$ cat src/rtl/risc_v_pipeline_pkg.sv
// Shared definitions for the 5-stage RISC-V pipeline control blocks.
package risc_v_pipeline_pkg;

    localparam int unsigned REG_ADDR_W = 5;
    localparam logic [REG_ADDR_W-1:0] X0 = '0;

    typedef enum logic {
        ST_RUN        = 1'b0,
        ST_LOAD_STALL = 1'b1
    } hz_state_e;

endpackage

$ cat src/rtl/pipeline_hazard_ctrl_sat_counter.sv
// Saturating up-counter sharing the pipeline's falling-edge register timing.
module sat_counter #(
    parameter int unsigned W = 16
) (
    input  logic         clk,
    input  logic         reset,
    input  logic         inc,
    output logic [W-1:0] count
);

    always_ff @(negedge clk or negedge reset) begin
        if (!reset) begin
            count <= '0;
        end else if (inc && (count != '1)) begin
            count <= count + 1'b1;
        end
    end

endmodule

$ cat src/rtl/pipeline_hazard_ctrl.sv
// Pipeline-register enable/flush control: load-use stalls, taken-branch flushes,
// data-memory freezes, plus stall/flush counters and a sticky memory-timeout flag.
module pipeline_hazard_ctrl
    import risc_v_pipeline_pkg::*;
#(
    parameter int unsigned LOAD_USE_BUBBLES = 1,
    parameter int unsigned MEM_TIMEOUT      = 255,
    parameter int unsigned CNT_W            = 16
) (
    input  logic                  clk,
    input  logic                  reset,
    input  logic [REG_ADDR_W-1:0] id_rs1,
    input  logic [REG_ADDR_W-1:0] id_rs2,
    input  logic                  id_uses_rs1,
    input  logic                  id_uses_rs2,
    input  logic [REG_ADDR_W-1:0] ex_rd,
    input  logic                  ex_mem_read,
    input  logic                  ex_branch_taken,
    input  logic                  mem_busy,
    output logic                  pc_en,
    output logic                  if_id_en,
    output logic                  if_id_flush,
    output logic                  id_ex_en,
    output logic                  id_ex_flush,
    output logic                  ex_mem_en,
    output logic [CNT_W-1:0]      stall_cycles,
    output logic [CNT_W-1:0]      flush_events,
    output logic                  mem_timeout
);

    localparam logic [2:0] BUBBLE_LOAD = 3'(LOAD_USE_BUBBLES - 1);
    localparam logic [7:0] TMO_LAST    = 8'(MEM_TIMEOUT - 1);

    hz_state_e  state, state_nxt;
    logic [2:0] bub_cnt, bub_nxt;
    logic [7:0] wait_cnt;
    logic       hazard;

    always_comb begin
        hazard = ex_mem_read && (ex_rd != X0) &&
                 ((id_uses_rs1 && (id_rs1 == ex_rd)) || (id_uses_rs2 && (id_rs2 == ex_rd)));

        pc_en       = 1'b1;
        if_id_en    = 1'b1;
        if_id_flush = 1'b0;
        id_ex_en    = 1'b1;
        id_ex_flush = 1'b0;
        ex_mem_en   = 1'b1;
        state_nxt   = state;
        bub_nxt     = bub_cnt;

        if (mem_busy) begin
            pc_en     = 1'b0;
            if_id_en  = 1'b0;
            id_ex_en  = 1'b0;
            ex_mem_en = 1'b0;
        end else if (ex_branch_taken) begin
            if_id_flush = 1'b1;
            id_ex_flush = 1'b1;
            state_nxt   = ST_RUN;
            bub_nxt     = '0;
        end else if (state == ST_LOAD_STALL) begin
            pc_en       = 1'b0;
            if_id_en    = 1'b0;
            id_ex_flush = 1'b1;
            bub_nxt     = bub_cnt - 1'b1;
            if (bub_cnt == 3'd1) begin
                state_nxt = ST_RUN;
            end
        end else if (hazard) begin
            pc_en       = 1'b0;
            if_id_en    = 1'b0;
            id_ex_flush = 1'b1;
            // The first bubble is this cycle; only extra bubbles need the stall state.
            if (LOAD_USE_BUBBLES > 1) begin
                state_nxt = ST_LOAD_STALL;
                bub_nxt   = BUBBLE_LOAD;
            end
        end
    end

    always_ff @(negedge clk or negedge reset) begin
        if (!reset) begin
            state   <= ST_RUN;
            bub_cnt <= '0;
        end else begin
            state   <= state_nxt;
            bub_cnt <= bub_nxt;
        end
    end

    // wait_cnt parks at TMO_LAST so long freezes cannot wrap it.
    always_ff @(negedge clk or negedge reset) begin
        if (!reset) begin
            wait_cnt    <= '0;
            mem_timeout <= 1'b0;
        end else if (mem_busy) begin
            if (wait_cnt == TMO_LAST) begin
                mem_timeout <= 1'b1;
            end else begin
                wait_cnt <= wait_cnt + 1'b1;
            end
        end else begin
            wait_cnt <= '0;
        end
    end

    sat_counter #(.W(CNT_W)) u_stall_cnt (
        .clk   (clk),
        .reset (reset),
        .inc   (!pc_en),
        .count (stall_cycles)
    );

    sat_counter #(.W(CNT_W)) u_flush_cnt (
        .clk   (clk),
        .reset (reset),
        .inc   (!mem_busy && ex_branch_taken),
        .count (flush_events)
    );

endmodule
$ cat config.mk
export PLATFORM = sky130hd
export DESIGN_NAME = pipeline_hazard_ctrl
export DESIGN_NICKNAME = d
export VERILOG_FILES = /design/src/rtl/risc_v_pipeline_pkg.sv /design/src/rtl/pipeline_hazard_ctrl_sat_counter.sv /design/src/rtl/pipeline_hazard_ctrl.sv
export SDC_FILE = /design/constraint.sdc
export NUM_CORES = 1
export LEC_CHECK = 0
export ABC_AREA = 0
export CORE_MARGIN = 2
export CORE_UTILIZATION = 50
export CTS_CLUSTER_SIZE = 8
export DETAILED_ROUTE_END_ITERATION = 8
export GPL_TIMING_DRIVEN = 1
export MAX_ROUTING_LAYER = met4
export PLACE_DENSITY_LB_ADDON = 0.3
export REMOVE_ABC_BUFFERS = 1
export SLEW_MARGIN = 20
export SYNTH_ARGS = -nofsm -noshare
export SYNTH_HDL_FRONTEND = slang
export SYNTH_HIERARCHICAL = 1
export SYNTH_SLANG_ARGS = --single-unit
$ cat constraint.sdc
create_clock -name clk -period 2.5 [get_ports clk]
set_clock_uncertainty 0.15 [all_clocks]
set_input_delay 0.625 -clock clk [delete_from_list [all_inputs] [get_ports clk]]
set_output_delay 0.625 -clock clk [all_outputs]
set_load 0.02 [all_outputs]
# == Word level (Yosys, flattened, before mapping) ==
# Index checks and enable logic that the tools add are counted.
# op_classes
addsub,4
mul,0
n_div,0
magnitude_cmp,0
n_eq_ne,7
n_shift,0
n_mux,18
bitwise,1
reduce_logical,14
# ops
op,n
"adder 16 x 1 -> 16 bit, second input constant",2
"!= test 16 bit, second input constant",2
2-to-1 mux 8 bit,2
2-to-1 mux 1 bit,14
== test 5 bit,2
"adder 8 x 1 -> 8 bit, second input constant",1
"== test 8 bit, second input constant",1
logical AND 1 bit,7
2-to-1 mux 3 bit,2
nonzero test 5 bit,1
AND reduction 2 bit,2
"== test 3 x 1 -> 1 bit, second input constant",1
"subtractor 3 x 1 -> 3 bit, second input constant",1
zero test 1 bit,2
"!= test 2 bit, second input constant",1
nonzero test 2 bit,1
logical OR 1 bit,1
NOT 1 bit,1
# totals
regBits,45
latchBits,0
mem_bits_rw,0
rom_bits,0
input_bits,22
out_inout_bits,39
word_cells,50
memories,0

# == Longest topological paths before layout ==
# logic_depth
word_depth,10
ltp_mapped,8
mapped_depth_nobuf,8

# == Cells and area by module ==
# The synthesis kept the hierarchy.
# by_module_without_submodules
module,n_inst,cells_each,area_each_um2,seq_area_each_um2
sat_counter,2,72,859.6,400.4
pipeline_hazard_ctrl,1,96,872.1,325.3

==> run_results.csv <==
group,metric,value,unit
clock_network,cts-htree-levels,2,
sta,hold_violations,0,
floorplan,core-area,5040,um^2
detailed_routing,vias_per_cell,5.96,
worst_setup_path,critPathMaxStageDelay,0.27,ns
status,violations,"setup timing",
finish,antenna_cells,0,
synth,ys_async_sr_fraction,100,%
detailed_routing,drt-initial-drc-count,327,
synth,synthAdderAreaFrac,2.90,%
detailed_routing,ant_nets,0,
synth,yosys_most_used_dff,"dfrtn_1",
place,gp_routability_congestion,0.911,
floorplan,die-area,5770,um^2
global_route,antenna_found_initial,0,
synth,synth_top_family_by_area,"simple AND/OR/NAND/NOR gates",
sta,drv_slew,0,
clock_network,cts_tree,"built",
sta,slew_headroom,69.0,%
place,place_hpwl,4.85,mm
floorplan,num_rows,26,
worst_setup_path,cp_max_fo,4,
clock_network,worstSkewPairLatency,0.30,ns
finish,final_cell_mix,"buf_4, buf_6, dfrtn_1",
worst_setup_path,worstPathArrival,2.53,ns
detailed_routing,wirelength,9.25,mm
hold_path,hp-class,"flip-flop to flip-flop",
synth,synth_mux_area_share,1.26,%
run,maxCapViolations,0,
worst_setup_path,worst_setup_path_end_kind,"flip-flop",
synth,syn_area_per_cell,10.8,um^2
finish,final_core_util,86.7,%
clock_network,cts_buffers,5,
worst_setup_path,cpMostUsedCell,"buf_6",
finish,drive_above_1_share,53.1,%
worst_setup_path,path_class,"input pin to flip-flop",
sta,rsz0062_at_grt,"true",
floorplan,io_pins,61,
floorplan,initial_utilization,51.4,%
place,pre_cts_slack,-1.93,ns
clock_network,root_buffer,"clkbuf_8",
worst_setup_path,slowest_stage,"o31ai_1",
synth,netlist_area,2590,um^2
worst_setup_path,worstSetupStartpointType,"input pin",
worst_setup_path,path_cells,"buf_6, xor2_2, nor4_2, a32oi_1, o31ai_1, buf_4, nand2_4, buf_6, nor3_4, nand4_1, xnor2_1",
power,leakagePower,2.10,nW
finish,syn_to_final_growth,68.6,%
clock_network,clkTransAtPathRegs,0.06,ns
global_route,grt_pass1_vias,2776,
detailed_routing,route.detailed.drc,0,
global_route,grt-ovfl-total,0,
clock_network,clkSinkCount,45,
worst_setup_path,critPathBufInv,3,
synth,seq_area_frac_synth,43.5,%
place,place_inst,424,
finish,final_common_cell,"buf_4",
global_route,grt.total_usage,28.5,%
synth,synth_edf_count,0,
sta,tns,-41.88,ns
sta,worstMarginPinSlew,0.463,ns
synth,yosysWarnings,6,
place,io_buffers,60,
synth,synth_cell_types,47,
worst_setup_path,crit_family,"simple AND/OR/NAND/NOR gates",
synth,synth_xor_area_share,9.46,%
floorplan,die_w,76.0,um
synth,yosys.area_share.simple,25.6,%
power,power.density,615,nW/um^2
synth,ys_seq_elements,45,
global_route,grt_first_pass_wirelength,12.9,mm
worst_setup_path,required,1.25,ns
detailed_routing,drt-pass1-iter-count,5,
sta,setup_slack,-1.28,ns
sta,hold_ws,0.390,ns
status,status,"finished, violations left",
power,ir_worst_vdd,576,uV
detailed_routing,dr_total_vias,2793,
finish,fin_cells,469,
floorplan,die_y,76.0,um
finish,nNetsFinal,426,
sta,setup_violations,76,
synth,synth_compound_area_share,15.0,%
detailed_routing,wl_per_cell,19.7,um
global_route,grt_max_degree,46,
clock_network,clock_path_buffers,2,
synth,syn_inst,240,
## state kept, by name, summed over array words and instances (netlist names)
signal             count
bub_cnt                3
mem_timeout            1
wait_cnt               8
state                  1
u_stall_cnt/count     16
u_flush_cnt/count     16
## worst register-to-register path: stages (launching register included)
cell     delay, ns
dfrtn_1       0.42
buf_4         0.11
buf_4         0.09
buf_4         0.12
ha_1          0.39
nand3_4       0.19
o31ai_4       0.26
mux2_4        0.32
## synthesized netlist by cell type, drive strengths merged (6+ instances only)
cell,n,share of area (%)
nor4,6,4.0
a31oi,6,1.4
xnor2,13,4.4
nand4,21,7.0
dfrtn,45,43
o21a,10,2.9
xor2,15,5.1
a21oi,11,2.1
inv,9,1.3
o21ai,8,1.7
nor2,16,2.5
and4,6,2.3
nand2,11,1.6
ha,6,2.9
nand3,14,3.7
## path summary, 6_finish.rpt
check / startpoint / end / slack, ns / cells past startpoint
max: id_rs2[2] / u_stall_cnt/count[10] / -1.28 / 11
max reg2reg: u_stall_cnt/count[1] / u_stall_cnt/count[1] / 0.29 / 7
min reg2reg: bub_cnt[2] / bub_cnt[2] / 0.39 / 2
min: bub_cnt[2] / bub_cnt[2] / 0.39 / 2
min in group asynchronous: reset / mem_timeout / 1.27 / 2
max in group asynchronous: reset / u_flush_cnt/count[11] / 0.67 / 2
## layout make-up
class	count	area, um^2
Multi-Input combinational cell	181	1610
Sequential cell	45	1130
Inverter	9	40.0
Timing Repair Buffer	156	1420
Fill cell	236	673
Clock buffer	6	72.6
Tap cell	70	87.6
Clock inverter	2	10.0
## cells by family (layout without fill, tap and decap cells)
logic type	after synthesis	in the layout
simple gates	90	90
compound gates	54	54
flops	45	45
xor+xnor	28	28
buf+inv	14	173
fa+ha+maj	6	6
mux	3	3
## metal layers
metal | global-route usage (%) | wire length, um | vias to the layer above
li1 | - | - | 1216
met1 | 33.1 | 3570 | 1383
met2 | 49.1 | 4820 | 148
met3 | 4.38 | 474 | 46
met4 | 13.1 | 391 | 0
met5 | - | 0 | -
## repair_timing
item	in CTS	in global routing
pin swaps	47	23
setup endpoints to repair	84	74
buffers inserted	23	16
hold buffers	0	0
resized for setup	331	24
## metrics by stage
stage	power [W]	instance area [um^2]
floorplan	0.00135	2560
global placement	0.00185	3700
detailed placement	0.00188	3700
CTS	0.00252	4140
global route	0.00279	4370
finish	0.00269	4370
## where the power goes
group / leakage (nW) / internal, W / switching, W
logic: 1.45 / 0.000640 / 0.000657
registers: 0.605 / 0.000845 / 0.0000929
clock network: 0.0450 / 0.000194 / 0.000257
total: 2.10 / 0.00168 / 0.00101
(Power assumes the default switching activity.)
